--- config.mk ---
export PLATFORM = sky130hd
export DESIGN_NAME = mac_feeder_flat
export DESIGN_NICKNAME = d
export VERILOG_FILES = /design/src/rtl/mac_feeder_if.sv /design/src/rtl/mac_feeder.sv /design/src/flat_wrapper.sv
export SDC_FILE = /design/constraint.sdc
export NUM_CORES = 1
export LEC_CHECK = 0
export CAP_MARGIN = 5
export CORE_ASPECT_RATIO = 1.2
export CORE_UTILIZATION = 30
export DETAILED_ROUTE_END_ITERATION = 10
export PLACE_DENSITY = 0.86
export SKIP_LAST_GASP = 1
export SLEW_MARGIN = 10
export SYNTH_ARGS = -nofsm -noshare
export SYNTH_HDL_FRONTEND = slang
export SYNTH_SLANG_ARGS = --single-unit
--- constraint.sdc ---
create_clock -name clk -period 1.7 [get_ports clk]
set_input_delay 0.425 -clock clk [delete_from_list [all_inputs] [get_ports clk]]
set_output_delay 0.425 -clock clk [all_outputs]
set_load 0.05 [all_outputs]
--- src/rtl/mac_feeder_if.sv ---
// ---------------------------------------------------------------------------
// mac_feeder_if
//   Bundles every non-clock signal of the MAC feeder. This covers the FIFO
//   read side (A-row FIFOs and the B FIFO), the MAC-array side (clear, lane
//   enables and operands), and the pass control/status signals.
//
//   master : the feeder itself. It drives the pop strobes, MAC controls and
//            status, and consumes start, FIFO data and empty flags.
//   slave  : the surrounding system (FIFOs, MAC array, controller).
//
//   Lane i of the packed A/B buses sits at bits [i*DATA_WIDTH +: DATA_WIDTH].
// ---------------------------------------------------------------------------
interface mac_feeder_if #(
  parameter int DATA_WIDTH = 8,
  parameter int ROWS       = 8
);
  logic                       start;
  logic [ROWS-1:0]            rdempty_A;
  logic [ROWS*DATA_WIDTH-1:0] q_A;
  logic                       rdempty_B;
  logic [DATA_WIDTH-1:0]      q_B;
  logic [ROWS-1:0]            rdreq_A;
  logic                       rdreq_B;
  logic                       mac_clr;
  logic [ROWS-1:0]            mac_en;
  logic [ROWS*DATA_WIDTH-1:0] a_out;
  logic [ROWS*DATA_WIDTH-1:0] b_out;
  logic                       busy;
  logic                       done;
  logic                       underflow;

  modport master (
    input  start, rdempty_A, q_A, rdempty_B, q_B,
    output rdreq_A, rdreq_B, mac_clr, mac_en, a_out, b_out, busy, done, underflow
  );

  modport slave (
    output start, rdempty_A, q_A, rdempty_B, q_B,
    input  rdreq_A, rdreq_B, mac_clr, mac_en, a_out, b_out, busy, done, underflow
  );
endinterface

--- src/rtl/mac_feeder.sv ---
// ---------------------------------------------------------------------------
// mac_feeder
//   Streams one matrix-vector product A (ROWS x DEPTH) * B (DEPTH) out of
//   FIFOs into a row of ROWS MAC lanes. Row i is popped with a diagonal skew
//   of i cycles. B enters lane 0 directly and ripples down a register chain,
//   so that every lane sees A[i][k] and B[k] in the same cycle.
//
// Ports
//   clk    : single clock, rising edge
//   rst_n  : asynchronous active-low reset
//   bus    : mac_feeder_if.master
//            start             - request one pass (honoured only when idle)
//            rdempty_A/q_A     - A-row FIFO flags/data (non-show-ahead)
//            rdempty_B/q_B     - B FIFO flag/data (non-show-ahead)
//            rdreq_A/rdreq_B   - FIFO pop strobes
//            mac_clr           - accumulator clear pulse at pass start
//            mac_en            - per-lane accumulate enable
//            a_out/b_out       - per-lane operands
//            busy/done         - pass status, done is a one-cycle pulse
//            underflow         - sticky flag: a scheduled pop found its FIFO empty
// ---------------------------------------------------------------------------
module mac_feeder #(
  parameter int DATA_WIDTH = 8,
  parameter int ROWS       = 8,
  parameter int DEPTH      = 8
) (
  input  logic         clk,
  input  logic         rst_n,
  mac_feeder_if.master bus
);

  // Last value of the issue counter: row ROWS-1 issues its final pop here.
  localparam int LAST_T = DEPTH + ROWS - 2;
  localparam int T_W    = $clog2(DEPTH + ROWS);

  typedef enum logic [1:0] {
    IDLE  = 2'd0,
    RUN   = 2'd1,
    FLUSH = 2'd2,
    DONE  = 2'd3
  } state_t;

  state_t                          state_q, state_d;
  logic [T_W-1:0]                  t_q, t_d;
  logic                            underflow_q, underflow_d;
  logic                            busy_q, busy_d;
  logic                            done_q, done_d;
  logic                            mac_clr_q, mac_clr_d;
  logic [ROWS-1:0]                 mac_en_q, mac_en_d;
  // b_chain_q[j] feeds lane j+1; lane 0 takes q_B straight from the FIFO.
  logic [ROWS-2:0][DATA_WIDTH-1:0] b_chain_q, b_chain_d;

  logic [ROWS-1:0]                 sched_a, miss_a, rdreq_a;
  logic                            sched_b, miss_b, rdreq_b;

  // Pop schedule: fixed by the issue counter, never stalled. A pop that
  // lands on an empty FIFO is dropped and only recorded as underflow.
  always_comb begin
    sched_b = (state_q == RUN) && (int'(t_q) < DEPTH);
    for (int i = 0; i < ROWS; i++) begin
      sched_a[i] = (state_q == RUN) && (int'(t_q) >= i) && (int'(t_q) < i + DEPTH);
    end
    miss_a  = sched_a & bus.rdempty_A;
    miss_b  = sched_b & bus.rdempty_B;
    rdreq_a = sched_a & ~bus.rdempty_A;
    rdreq_b = sched_b & ~bus.rdempty_B;
  end

  // Next-state logic; status outputs are derived from the next state so
  // they come straight out of flops.
  always_comb begin
    state_d     = state_q;
    t_d         = t_q;
    underflow_d = underflow_q;

    if ((|miss_a) || miss_b) begin
      underflow_d = 1'b1;
    end

    case (state_q)
      IDLE: begin
        if (bus.start) begin
          state_d     = RUN;
          t_d         = '0;
          underflow_d = 1'b0;
        end
      end
      RUN: begin
        if (t_q == T_W'(LAST_T)) begin
          state_d = FLUSH;
        end else begin
          t_d = t_q + T_W'(1);
        end
      end
      FLUSH:   state_d = DONE;
      DONE:    state_d = IDLE;
      default: state_d = IDLE;
    endcase

    busy_d    = (state_d != IDLE);
    done_d    = (state_d == DONE);
    // t_d is zero in RUN only on the cycle a start is accepted.
    mac_clr_d = (state_d == RUN) && (t_d == '0);

    // FIFO data appears one cycle after the pop, so the enable trails the
    // (suppressed) pop strobe by one register.
    mac_en_d  = rdreq_a;

    b_chain_d[0] = bus.q_B;
    for (int j = 1; j < ROWS - 1; j++) begin
      b_chain_d[j] = b_chain_q[j-1];
    end
  end

  // ---- register stage: control, lane enables and B chain ----
  always_ff @(posedge clk or negedge rst_n) begin
    if (!rst_n) begin
      state_q     <= IDLE;
      t_q         <= '0;
      underflow_q <= 1'b0;
      busy_q      <= 1'b0;
      done_q      <= 1'b0;
      mac_clr_q   <= 1'b0;
      mac_en_q    <= '0;
      b_chain_q   <= '0;
    end else begin
      state_q     <= state_d;
      t_q         <= t_d;
      underflow_q <= underflow_d;
      busy_q      <= busy_d;
      done_q      <= done_d;
      mac_clr_q   <= mac_clr_d;
      mac_en_q    <= mac_en_d;
      b_chain_q   <= b_chain_d;
    end
  end

  assign bus.rdreq_A   = rdreq_a;
  assign bus.rdreq_B   = rdreq_b;
  assign bus.mac_clr   = mac_clr_q;
  assign bus.mac_en    = mac_en_q;
  assign bus.a_out     = bus.q_A;
  assign bus.b_out     = {b_chain_q, bus.q_B};
  assign bus.busy      = busy_q;
  assign bus.done      = done_q;
  assign bus.underflow = underflow_q;

endmodule

--- src/flat_wrapper.sv ---
// flat-port wrapper written by rule: the top's interface ports become plain ports
module mac_feeder_flat 
#(
  parameter int DATA_WIDTH = 8,
  parameter int ROWS       = 8,
  parameter int DEPTH      = 8
)
  (clk, rst_n, bus_start, bus_rdempty_A, bus_q_A, bus_rdempty_B, bus_q_B, bus_rdreq_A, bus_rdreq_B, bus_mac_clr, bus_mac_en, bus_a_out, bus_b_out, bus_busy, bus_done, bus_underflow);
  mac_feeder_if #(.DATA_WIDTH(DATA_WIDTH), .ROWS(ROWS)) bus_i ();
  input  logic clk;
  input  logic rst_n;
  input wire logic [$bits(bus_i.start)-1:0] bus_start;
  input wire logic [$bits(bus_i.rdempty_A)-1:0] bus_rdempty_A;
  input wire logic [$bits(bus_i.q_A)-1:0] bus_q_A;
  input wire logic [$bits(bus_i.rdempty_B)-1:0] bus_rdempty_B;
  input wire logic [$bits(bus_i.q_B)-1:0] bus_q_B;
  output wire logic [$bits(bus_i.rdreq_A)-1:0] bus_rdreq_A;
  output wire logic [$bits(bus_i.rdreq_B)-1:0] bus_rdreq_B;
  output wire logic [$bits(bus_i.mac_clr)-1:0] bus_mac_clr;
  output wire logic [$bits(bus_i.mac_en)-1:0] bus_mac_en;
  output wire logic [$bits(bus_i.a_out)-1:0] bus_a_out;
  output wire logic [$bits(bus_i.b_out)-1:0] bus_b_out;
  output wire logic [$bits(bus_i.busy)-1:0] bus_busy;
  output wire logic [$bits(bus_i.done)-1:0] bus_done;
  output wire logic [$bits(bus_i.underflow)-1:0] bus_underflow;
  assign bus_i.start = bus_start;
  assign bus_i.rdempty_A = bus_rdempty_A;
  assign bus_i.q_A = bus_q_A;
  assign bus_i.rdempty_B = bus_rdempty_B;
  assign bus_i.q_B = bus_q_B;
  assign bus_rdreq_A = bus_i.rdreq_A;
  assign bus_rdreq_B = bus_i.rdreq_B;
  assign bus_mac_clr = bus_i.mac_clr;
  assign bus_mac_en = bus_i.mac_en;
  assign bus_a_out = bus_i.a_out;
  assign bus_b_out = bus_i.b_out;
  assign bus_busy = bus_i.busy;
  assign bus_done = bus_i.done;
  assign bus_underflow = bus_i.underflow;
  mac_feeder #(.DATA_WIDTH(DATA_WIDTH), .ROWS(ROWS), .DEPTH(DEPTH)) u_core (.clk(clk), .rst_n(rst_n), .bus(bus_i));
endmodule
# Yosys cells after proc, flatten, opt, wreduce, memory -nomap -nowiden
# Cells that the tools add are included.
totals:
  inputBits: 84
  regBits: 74
  output_inout_bits: 149
op_classes:
  n_reduce_logical: 21
  n_bitwise: 6
  eq_ne: 6
  magnitude_cmp: 15
  mux: 9
  add_sub_neg: 1
op_table:
  columns: ["op", "count"]
  rows:
  - ["4-bit < comparator, second input constant", 8]
  - ["8-bit AND", 2]
  - ["4-bit by 3-bit greater-or-equal comparator with 1-bit output, second input constant", 4]
  - ["1-bit logical AND", 16]
  - ["4-bit by 2-bit greater-or-equal comparator with 1-bit output, second input constant", 2]
  - ["4-bit two-way mux", 2]
  - ["8-bit NOT", 1]
  - ["2-bit case mux with 4 select lines", 1]
  - ["4-bit case mux with 2 select lines", 1]
  - ["8-bit OR reduction", 1]
  - ["2-bit equality test, second input constant", 3]
  - ["4-bit by 1-bit adder with 4-bit output, second input constant", 1]
  - ["2-bit by 1-bit equality test with 1-bit output, second input constant", 2]
  - ["4-bit equality test, second input constant", 1]
  - ["4-bit by 1-bit greater-or-equal comparator with 1-bit output, second input constant", 1]
  - ["4-bit logical NOT", 1]
  - ["2-bit two-way mux", 2]
  - ["1-bit two-way mux", 3]
  - ["1-bit AND", 2]
  - ["2-bit logical NOT", 1]
  - ["2-bit nonzero test", 1]
  - ["1-bit logical OR", 1]
  - ["1-bit NOT", 1]

# Depth between registers and ports, before layout
logic_depth:
  depth_word: 9
  ltp_mapped: 7

# Least setup slack after synthesis
# OpenSTA, ideal clock, no wires.
synth_path:
  path_kind: "register -> output"
  startpoint: "register u_core.t_q[0]"
  endpoint: "output bus_rdreq_A[7]"
  arrival_ps: 2026
  n_path_buf: 0
  path_stages_with_launch: 5
  required_ps: 1275
  slack_ps: -751
  path_cell_list: "dfrtp_1 > ha_1 > nand2_1 > xor2_1 > nor3_1"
synth_between:
  elab_chain_cells: 4
synth_lines:
  columns: ["item", "line", "text"]
  rows:
  - ["start: declaration", "mac_feeder.sv:44", "logic [T_W-1:0] t_q, t_d;"]
  - ["start signal: assignment", "mac_feeder.sv:128", "t_q <= t_d;"]
  - ["4-bit by 3-bit greater-or-equal comparator with 1-bit output", "mac_feeder.sv:61", "sched_a[i] = (state_q == RUN) && (int'(t_q) >= i) && (int'(t_q) < i + DEPTH);"]
  - ["1-bit logical AND", "mac_feeder.sv:61", null]
  - ["1-bit logical AND (*)", "mac_feeder.sv:61", null]
  - ["8-bit AND (*)", "mac_feeder.sv:65", "rdreq_a = sched_a & ~bus.rdempty_A;"]
  - ["end: declaration", "flat_wrapper.sv:17", "output wire logic [$bits(bus_i.rdreq_A)-1:0] bus_rdreq_A;"]
# Mark *: on every way between the ends. The rest lies on a longest branch, timed or not.

# Worst setup path after layout
layout_path:
  startpoint: "register u_core.t_q[1]"
  endpoint: "output bus_rdreq_A[1]"
layout_between:
  elab_chain_cells: 4
layout_lines:
  columns: ["item", "line"]
  rows:
  - ["4-bit by 1-bit greater-or-equal comparator with 1-bit output", "mac_feeder.sv:61"]
  - ["1-bit logical AND", "mac_feeder.sv:61"]
  - ["1-bit logical AND (*)", "mac_feeder.sv:61"]
  - ["8-bit AND (*)", "mac_feeder.sv:65"]
# Marks and branches as above.

==> qor.yml <==
outcome: "finished with violations"
violations: "setup timing"
multi_input_area_um2: 728
grt_max_degree: 30
cp.required_ns: 1.27
antenna_found_initial: 0
finalPower_mw: 8.93
synthTopCellsByCount: "74 x dfrtp_1, 73 x buf_4, 13 x nand2_1"
drv_slew: 0
initial_utilization_pct: 31.2
cts_buffer_depth: 2
cts_sinks: 74
track_usage_pct: 14.8
use_met1_pct: 14.2
io_pins: 233
period_minus_slack_ns: 2.23
place_inst: 409
cp_slowest_cell: "o41a_1"
critPathLaunchType: "register"
yosysUniqueCellTypes: 32
rows: 39
wire_per_inst_um: 18.4
die_w_um: 93.0
die_h_um: 111
numCtsBuffers: 9
ys_seq_elements: 74
rsz0062_at_grt: "yes"
ys_top_cells_by_area: "dfrtp_1 62%, buf_4 18%, ha_1 1.7%"
yosysMostFrequentCell: "dfrtp_1"
first_pass_iters: 4
hp-class: "in2async"
finClkSkew_ns: 0.00702
nFillCells: 770
fin_cells: 449
fin_crit_sh_pct: 131
htree_num_levels: 3
totalWireLength_um: 8250
avgSynthCellArea_um2: 12.4
gp_congestion: 0.838
drive_gt1_share_pct: 57.4
antenna_left: 0
pwr_density_cell_mw_per_mm2: 1920
critPathCaptureType: "primary output"
slowest_delay_ns: 0.47
tightestPinTransition_ns: 0.403
yosysTopAreaCell: "dfrtp_1"
synth_edf_count: 0
fin_ws_ns: -0.528
synth_ff_type: "dfrtp_1"
path_delay_family: "compound AO/OA/AOI/OAI gates"
synth_area_mm2: 0.00298
nets: 409
power.static_leakage_nw: 2.15
use_met3_pct: 9.60
critPathKind: "reg2out"
cts_tree: "done"
regArea_mm2: 0.00186
clk_latency_ns: 0.33
async_flop_share_pct: 100
critPathMaxFanout: 4
hpwl_um: 5150
synth_top_area_share_pct: 62.1
hold_viol_final: 0
synthToLayoutAreaGrowth_pct: 56.2
port_buffers: 104
relSlewSlack_pct: 73.1
cp.arrival_ns: 1.80
max_freq_ghz: 0.449
yosys_warnings: 0
cts_root_buf: "clkbuf_16"
clk_pin_slew_ns: 0.06
cp.buffers_inverters: 3
grt_pass1_vias: 2110
crit_chain: "inv_4 > ha_4 > inv_2 > o41a_1 > nand2_2 > nor2_4 > buf_12"
overflow: 0
grt_pass1_wl_um: 11400
syn_nets: 329
vdd_drop_max_mv: 0.653
finalSetupViolCount: 11
antennaDiodeCount: 0
setup_tns_ns: -3.54
routed_via_density: 4.57
drt_iter0_drc: 77
place_ws_ns: -0.154
synthCells: 241
core_mm2: 0.00956
vias: 2051
die_area_mm2: 0.0103
use_met2_pct: 22.6
busiest_layer: "met2"
drc: 0
final_util_pct: 48.7
yosysSeqAreaShare_pct: 62.1
cap_violations: 0
per-layer routing:
metal,wire length (um),share of wire [%]
met1,2670,32
met2,4050,49
met3,1060,13
met4,418,5.1
met5,52,0.63
through the flow:
| stage | area (um^2) | hold slack [ns] |
|---|---|---|
| after floorplan | 3100 | 0.129 |
| after global placement | 3940 | 0.358 |
| final | 4660 | 0.0215 |
| after detailed placement | 3940 | 0.363 |
| after CTS | 4400 | 0.0309 |
| after global routing | 4660 | 0.0363 |
area by class of cell:
| type | count | area share [%] |
|---|---|---|
| flip-flops and latches | 74 | 39.9 |
| repair buffers | 148 | 33.1 |
| multi-input cells | 80 | 15.6 |
| clock buffers | 10 | 4.92 |
| well taps | 123 | 3.31 |
| clock inverters | 6 | 2.42 |
| inverters | 8 | 0.752 |
registers in the layout, indices dropped and copies added (netlist names):
name / cells
u_core.bus.b_out: 56
u_core.bus.mac_en: 8
u_core.t_q: 4
u_core.state_q: 2
u_core.bus.busy: 1
u_core.bus.done: 1
u_core.bus.mac_clr: 1
u_core.bus.underflow: 1
logic make-up (layout without fill, tap and decap cells):
logic type	Yosys count	count (layout)	share of synthesized area (%)
and+or+nand+nor	43	43	7.01
buffers and inverters	87	172	21.2
AOI/OAI and AO/OA	27	27	6.17
DFF	74	74	62.1
xor gates and xnor gates	6	6	1.76
adders and majority gates	4	4	1.68
power by group:
| part | leakage, nW | switching, mW | total (mW) | internal (mW) |
|---|---|---|---|---|
| clock network | 0.167 | 0.746 | 2.19 | 1.44 |
| logic | 1.11 | 2.48 | 4.56 | 2.07 |
| registers | 0.868 | 0.193 | 2.19 | 2.00 |
worst reg2reg max path, stage by stage, from the launching register on:
cell and delay, ns:
dfrtp_2 0.44, inv_4 0.09, ha_4 0.12, inv_2 0.04, o41a_1 0.47, buf_4 0.16
buf_4 0.12, a31oi_1 0.18, nand2_1 0.09, o22a_1 0.19
timing repair:
action / in CTS / in global routing
hold buffers: 0 / 0
pin swaps: 4 / 17
cloned: 1 / 0
buffers inserted: 9 / 15
gates resized for setup: 8 / 35
endpoints found under the setup margin: 9 / 12
path summary, 6_finish.rpt:
kind | from | to | slack (ns) | depth (start not counted)
max | u_core.t_q[1] | bus_rdreq_A[1] | -0.53 | 7
min reg2reg | u_core.bus.b_out[40] | u_core.bus.b_out[48] | 0.37 | 0
min in group clk | u_core.bus.b_out[40] | u_core.bus.b_out[48] | 0.37 | 0
max in group asynchronous | rst_n | u_core.bus.b_out[49] | 1.17 | 2
max reg2reg | u_core.t_q[1] | u_core.bus.underflow | -0.31 | 9
min | rst_n | u_core.bus.mac_en[0] | 0.02 | 1
placed cells by master (no fill, tap or decap), types with 2 or more instances in the layout:
| cell | instances |
|---|---|
| nand2b_1 | 2 |
| dfrtp_2 | 5 |
| buf_12 | 28 |
| nand3_1 | 3 |
| buf_6 | 2 |
| xor2_2 | 2 |
| o21ai_1 | 2 |
| dfrtp_1 | 69 |
| a21oi_1 | 7 |
| buf_4 | 98 |
| nor2_1 | 5 |
| nor3_4 | 5 |
| bufinv_16 | 3 |
| ha_4 | 3 |
| nand2_2 | 4 |
| nor2_4 | 5 |
| xnor2_2 | 2 |
| o21ai_0 | 4 |
| inv_6 | 2 |
| nand2_1 | 8 |
| inv_4 | 2 |
| nor3_1 | 3 |
| inv_1 | 5 |
| clkdlybuf4s50_1 | 18 |
| clkbuf_16 | 10 |
No activity file was read; power rests on OpenSTA's default activity.
